File: src/rtl/fetch_stage_if.sv
// Instruction-memory request/ack port between the fetch stage (master) and imem (slave).
interface fetch_stage_if;
   logic        imem_req;
   logic [31:0] imem_addr;
   logic        imem_ack;
   logic [31:0] imem_rdata;

   modport master (output imem_req, imem_addr, input imem_ack, imem_rdata);
   modport slave  (input imem_req, imem_addr, output imem_ack, imem_rdata);
endinterface

File: src/rtl/fetch_stage.sv
// Fetch stage: owns the PC, runs one imem req/ack transaction per instruction and
// holds the fetched word for decode; PCSrc redirects the PC and flushes the slot.
module fetch_stage #(
   parameter logic [31:0] RESET_PC = 32'h0000_0000
) (
   input  logic          clk,
   input  logic          rst_n,
   input  logic          PCSrc,
   input  logic [31:0]   PCResult,
   input  logic          StallD,
   fetch_stage_if.master imem,
   output logic [31:0]   InstrD,
   output logic [31:0]   PCPlus4D,
   output logic          ValidD,
   output logic [3:0]    Rn,
   output logic [3:0]    Rd,
   output logic [3:0]    Rm
);

   typedef enum logic [1:0] {S_IDLE, S_FETCH, S_WAIT, S_DRAIN} state_t;

   state_t      state_q, state_d;
   logic [31:0] pc_q, pc_d;
   logic        req_q, req_d;
   logic [31:0] addr_q, addr_d;
   logic [31:0] instr_q, instr_d;
   logic [31:0] pcp4_q, pcp4_d;
   logic        valid_q, valid_d;

   logic [31:0] redir_pc;
   logic [31:0] pc_plus4;
   logic        slot_free;

   assign redir_pc  = PCResult & 32'hFFFF_FFFC;
   assign pc_plus4  = pc_q + 32'd4;
   assign slot_free = !valid_q || !StallD;

   always_comb begin
      state_d = state_q;
      pc_d    = pc_q;
      req_d   = req_q;
      addr_d  = addr_q;
      instr_d = instr_q;
      pcp4_d  = pcp4_q;
      valid_d = valid_q;

      // Redirect wins over stall and completion; the state case only decides
      // what happens to an in-flight request.
      if (PCSrc) begin
         pc_d    = redir_pc;
         valid_d = 1'b0;
      end

      case (state_q)
         S_IDLE: state_d = S_FETCH;
         S_FETCH: begin
            if (!PCSrc && slot_free) begin
               req_d   = 1'b1;
               addr_d  = pc_q;
               valid_d = 1'b0;
               state_d = S_WAIT;
            end
         end
         S_WAIT: begin
            if (imem.imem_ack) begin
               req_d   = 1'b0;
               state_d = S_FETCH;
               if (!PCSrc) begin
                  instr_d = imem.imem_rdata;
                  pcp4_d  = pc_plus4;
                  valid_d = 1'b1;
                  pc_d    = pc_plus4;
               end
            end else if (PCSrc) begin
               state_d = S_DRAIN;
            end
         end
         S_DRAIN: begin
            // Request must complete before the next one; its data is dropped.
            if (imem.imem_ack) begin
               req_d   = 1'b0;
               state_d = S_FETCH;
            end
         end
         default: state_d = S_IDLE;
      endcase
   end

   always_ff @(posedge clk or negedge rst_n) begin
      if (!rst_n) begin
         state_q <= S_IDLE;
         pc_q    <= RESET_PC;
         req_q   <= 1'b0;
         addr_q  <= 32'h0;
         instr_q <= 32'h0;
         pcp4_q  <= 32'h0;
         valid_q <= 1'b0;
      end else begin
         state_q <= state_d;
         pc_q    <= pc_d;
         req_q   <= req_d;
         addr_q  <= addr_d;
         instr_q <= instr_d;
         pcp4_q  <= pcp4_d;
         valid_q <= valid_d;
      end
   end

   assign imem.imem_req  = req_q;
   assign imem.imem_addr = addr_q;
   assign InstrD         = instr_q;
   assign PCPlus4D       = pcp4_q;
   assign ValidD         = valid_q;
   assign Rn             = instr_q[19:16];
   assign Rd             = instr_q[15:12];
   assign Rm             = instr_q[3:0];

endmodule
File: src/flat_wrapper.sv
// flat-port wrapper written by rule: the top's interface ports become plain ports
module fetch_stage_flat 
#(
   parameter logic [31:0] RESET_PC = 32'h0000_0000
)
  (clk, rst_n, PCSrc, PCResult, StallD, InstrD, PCPlus4D, ValidD, Rn, Rd, Rm, imem_imem_req, imem_imem_addr, imem_imem_ack, imem_imem_rdata);
  fetch_stage_if imem_i ();
  input  logic clk;
  input  logic rst_n;
  input  logic PCSrc;
  input  logic [31:0] PCResult;
  input  logic StallD;
  output logic [31:0] InstrD;
  output logic [31:0] PCPlus4D;
  output logic ValidD;
  output logic [3:0] Rn;
  output logic [3:0] Rd;
  output logic [3:0] Rm;
  output wire logic [$bits(imem_i.imem_req)-1:0] imem_imem_req;
  output wire logic [$bits(imem_i.imem_addr)-1:0] imem_imem_addr;
  input wire logic [$bits(imem_i.imem_ack)-1:0] imem_imem_ack;
  input wire logic [$bits(imem_i.imem_rdata)-1:0] imem_imem_rdata;
  assign imem_imem_req = imem_i.imem_req;
  assign imem_imem_addr = imem_i.imem_addr;
  assign imem_i.imem_ack = imem_imem_ack;
  assign imem_i.imem_rdata = imem_imem_rdata;
  fetch_stage #(.RESET_PC(RESET_PC)) u_core (.clk(clk), .rst_n(rst_n), .PCSrc(PCSrc), .PCResult(PCResult), .StallD(StallD), .imem(imem_i), .InstrD(InstrD), .PCPlus4D(PCPlus4D), .ValidD(ValidD), .Rn(Rn), .Rd(Rd), .Rm(Rm));
endmodule
File: config.mk
export PLATFORM = sky130hd
export DESIGN_NAME = fetch_stage_flat
export DESIGN_NICKNAME = d
export VERILOG_FILES = /design/src/rtl/fetch_stage_if.sv /design/src/rtl/fetch_stage.sv /design/src/flat_wrapper.sv
export SDC_FILE = /design/constraint.sdc
export NUM_CORES = 1
export LEC_CHECK = 0
export BUFFER_PORTS_ARGS = -buffer_cell sky130_fd_sc_hd__buf_2
export CORE_MARGIN = 3
export CORE_UTILIZATION = 42
export DETAILED_ROUTE_END_ITERATION = 8
export HOLD_SLACK_MARGIN = 0.02
export PLACE_DENSITY = 0.67
export SLEW_MARGIN = 10
export SYNTH_ARGS = -nofsm -noshare
export SYNTH_HDL_FRONTEND = slang
export SYNTH_SLANG_ARGS = --single-unit
File: constraint.sdc
create_clock -name clk -period 1.9 [get_ports clk]
set_input_delay 0 -clock clk [delete_from_list [all_inputs] [get_ports clk]]
set_output_delay 0 -clock clk [all_outputs]
set_load 0.02 [all_outputs]
==> flow_metrics.env <==
export IMPL_status="finished, final reports clean"
export IMPL_grt_ovfl_total=0
export IMPL_io_pins=179
export IMPL_grt_pass1_vias=5038
export IMPL_synthArstFlopShare_pct=100
export IMPL_die_w_um=126
export IMPL_finalClockSkew_ps=7.57
export IMPL_drtIter0Drc=210
export IMPL_sequentialPowerShare_pct=35.7
export IMPL_finalCritPeriodShare_pct=92.6
export IMPL_hp_class="in -> reg"
export IMPL_port_buffers=176
export IMPL_grt_max_degree=59
export IMPL_yosys_warnings=0
export IMPL_first_pass_iters=5
export IMPL_synth_seq_cells=132
export IMPL_worst_setup_path_start_kind="flop"
export IMPL_wl_per_cell_um=15.6
export IMPL_synth_top_area_share_pct=54.2
export IMPL_cp_required_ps=2210
export IMPL_rsz0062_at_grt="no"
export IMPL_fp_dieH_um=126
export IMPL_clock_power_share_pct=27.9
export IMPL_p_int_mw=7.88
export IMPL_regArea_um2=3300
export IMPL_leakage_nw=4.13
export IMPL_cts_max_level=4
export IMPL_nets=874
export IMPL_dpl_hpwl_mm=10.8
export IMPL_place_congestion=0.840
export IMPL_use_met2_pct=32.3
export IMPL_root_buffer="clkbuf_16"
export IMPL_grtUsageTotal_pct=19.9
export IMPL_cts_buffers=17
export IMPL_synth_edff_count=0
export IMPL_drtAntennaViolNets=0
export IMPL_remaining_drc_errors=0
export IMPL_swShare_pct=35.9
export IMPL_clkTransAtPathRegs_ps=60
export IMPL_hold_violations=0
export IMPL_diodes=0
export IMPL_wl_mm=15.5
export IMPL_post_drt_via_cell_ratio=4.93
export IMPL_p_switching_mw=4.42
export IMPL_std_cell_rows=43
export IMPL_grt_busiest_layer="met2"
export IMPL_power_per_cell_area_nw_per_um2=1430
export IMPL_syn_inst=543
export IMPL_dieArea_um2=16000
export IMPL_clk_latency_ps=420
export IMPL_fin_crit_ps=1760
export IMPL_grt_pass1_wl_mm=25.5
export IMPL_clockBufferDepth=2
export IMPL_netlist_area_um2=6100
export IMPL_yosys_area_top_type="dfrtp_1"
export IMPL_num_vias=4888
export IMPL_yosys_most_used_dff="dfrtp_1"
export IMPL_drive_gt1_share_pct=41.0
export IMPL_synth_top_cells_by_area="dfrtp_1 54%, mux2_2 13%, xor2_1 5.0%"
export IMPL_num_fill_cells=1148
export IMPL_yosysMostFrequentCell="dfrtp_1"
export IMPL_dpl_cell_area_um2=7330
export IMPL_maxSlewViolCount=0
export IMPL_postSynthAreaPerCell_um2=11.2
export IMPL_synth_cell_types=36
export IMPL_setup_violations=0
export IMPL_areaGrowthSynthToFinish_pct=41.4
export IMPL_endpoint_kind="flop"
export IMPL_pwr_share_comb_pct=36.4
export IMPL_cts_tree="yes"
export IMPL_clock_fmax_ghz=0.568
export IMPL_ys_seq_area_share_pct=54.2
export IMPL_synthesis_nets=618
export IMPL_ir_worst_vdd_v=0.000652
export IMPL_start_util_pct=43.4
export IMPL_cp_arrival_ps=2070
export IMPL_core_area_um2=14000
export IMPL_relSlewSlack_pct=64.0
export IMPL_cap_violations=0
export IMPL_multi_input_area_um2=2540
export IMPL_yosys_top_cells_count="132 x dfrtp_1, 75 x nand2_1, 70 x mux2_2"
export IMPL_use_met3_pct=5.14
export IMPL_antenna_found_initial=0
export IMPL_place_inst=894
export IMPL_cp_max_fo=6
export IMPL_grt_use_met1_pct=25.7
export IMPL_stdcell_count=992
export IMPL_design_area_um2=8620
export IMPL_crit_type="reg -> reg"
export IMPL_clkSinkCount=132
export IMPL_tightestPinTransition_ps=540
[timing repair]
action / CTS / global route
hold buffers: 65 / 0
gates resized for setup: 0 / 3
setup endpoints to repair: 0 / 8
endpoints found under the hold margin: 166 / 0
setup buffers: 0 / 1
[metrics by stage]
step | util [%] | hold WS (ps) | power, mW | TNS (ps) | setup slack [ps]
after CTS | 61.3 | 66.8 | 12.4 | 0 | 42.8
after floorplan | - | -296 | 7.30 | -1540 | -49.9
after global routing | 61.4 | 121 | 13.0 | 0 | 11.2
final | 61.4 | 94.3 | 12.3 | 0 | 140
after global placement | 52.2 | 0.480 | 8.71 | 0 | 147
after detailed placement | 52.2 | 5.26 | 8.85 | 0 | 59.1
[registers in the layout (all words and copies together), names as in the netlist]
| signal | cells |
|---|---|
| u_core.InstrD | 32 |
| u_core.PCPlus4D | 32 |
| u_core.imem.imem_addr | 32 |
| u_core.pc_q | 32 |
| u_core.state_q | 2 |
| u_core.ValidD | 1 |
| u_core.imem.imem_req | 1 |
[cell usage in the layout, fill, tap and decap left out, types with 4 or more instances in the layout]
cell type,count
bufinv_16,4
dlygate4sd3_1,65
clkbuf_16,17
o21ai_1,18
o21ai_0,42
ha_1,4
clkinvlp_4,4
and3_1,8
nand2_1,73
nor2_1,13
xnor2_1,22
buf_4,39
xor2_1,35
buf_2,175
nand4_1,22
inv_1,5
mux2_2,70
nand3_1,16
dfrtp_1,131
nor3_1,7
[per-layer routing]
metal | up-vias | share of wire [%]
met1 | 2319 | 43
met2 | 170 | 48
met3 | 28 | 6.8
li1 | 2371 | -
met4 | 0 | 2.2
met5 | - | 0
[logic make-up (layout without fill, tap and decap cells)]
| group | after synthesis | after routing | share of synthesized area, % |
|---|---|---|---|
| xor gates and xnor gates | 57 | 57 | 8.19 |
| muxes | 71 | 71 | 13.1 |
| and+or+nand+nor | 160 | 160 | 13.4 |
| DFF | 132 | 132 | 54.2 |
| AOI/OAI and AO/OA | 65 | 65 | 5.48 |
| buffers and inverters | 52 | 321 | 4.41 |
| adders and majority gates | 6 | 6 | 1.23 |
[final cells by class]
| cell class | instances | share of cell area (%) |
|---|---|---|
| flip-flops and latches | 132 | 38.3 |
| multi-input cells | 359 | 29.5 |
| well taps | 180 | 2.61 |
| inverters | 5 | 0.218 |
| clock buffers | 19 | 5.14 |
| clock inverters | 13 | 2.12 |
| repair buffers | 284 | 22.1 |
[worst max-delay path, stage by stage (launching register included)]
cell	delay [ps]
dfrtp_1	360
nand3_1	180
nor4_4	300
buf_4	190
buf_4	140
nand4_1	110
xor2_1	160
o21ai_1	210
[power groups by stage]
stage                     clock, mW  sequential (mW)  combinational, mW
final                          3.43             4.39               4.48
after global routing           3.63             4.53               4.83
after CTS                      3.51             4.40               4.54
after detailed placement          0             4.44               4.41
after global placement            0             4.38               4.33
after floorplan                   0             5.57               1.73
[worst paths after layout]
| path | startpoint | end | slack [ps] | depth (start not counted) |
|---|---|---|---|---|
| worst max-delay path | u_core.pc_q[20] | u_core.pc_q[25] | 140 | 7 |
| worst min register to register | u_core.PCPlus4D[20] | u_core.PCPlus4D[20] | 470 | 2 |
| worst min-delay path | StallD | u_core.imem.imem_req | 90 | 5 |
| min in group asynchronous | rst_n | u_core.PCPlus4D[17] | 130 | 2 |
| worst max register to register | u_core.pc_q[20] | u_core.pc_q[25] | 140 | 7 |
| max in group asynchronous | rst_n | u_core.InstrD[12] | 970 | 3 |
Power figures use the tool's default switching activity.
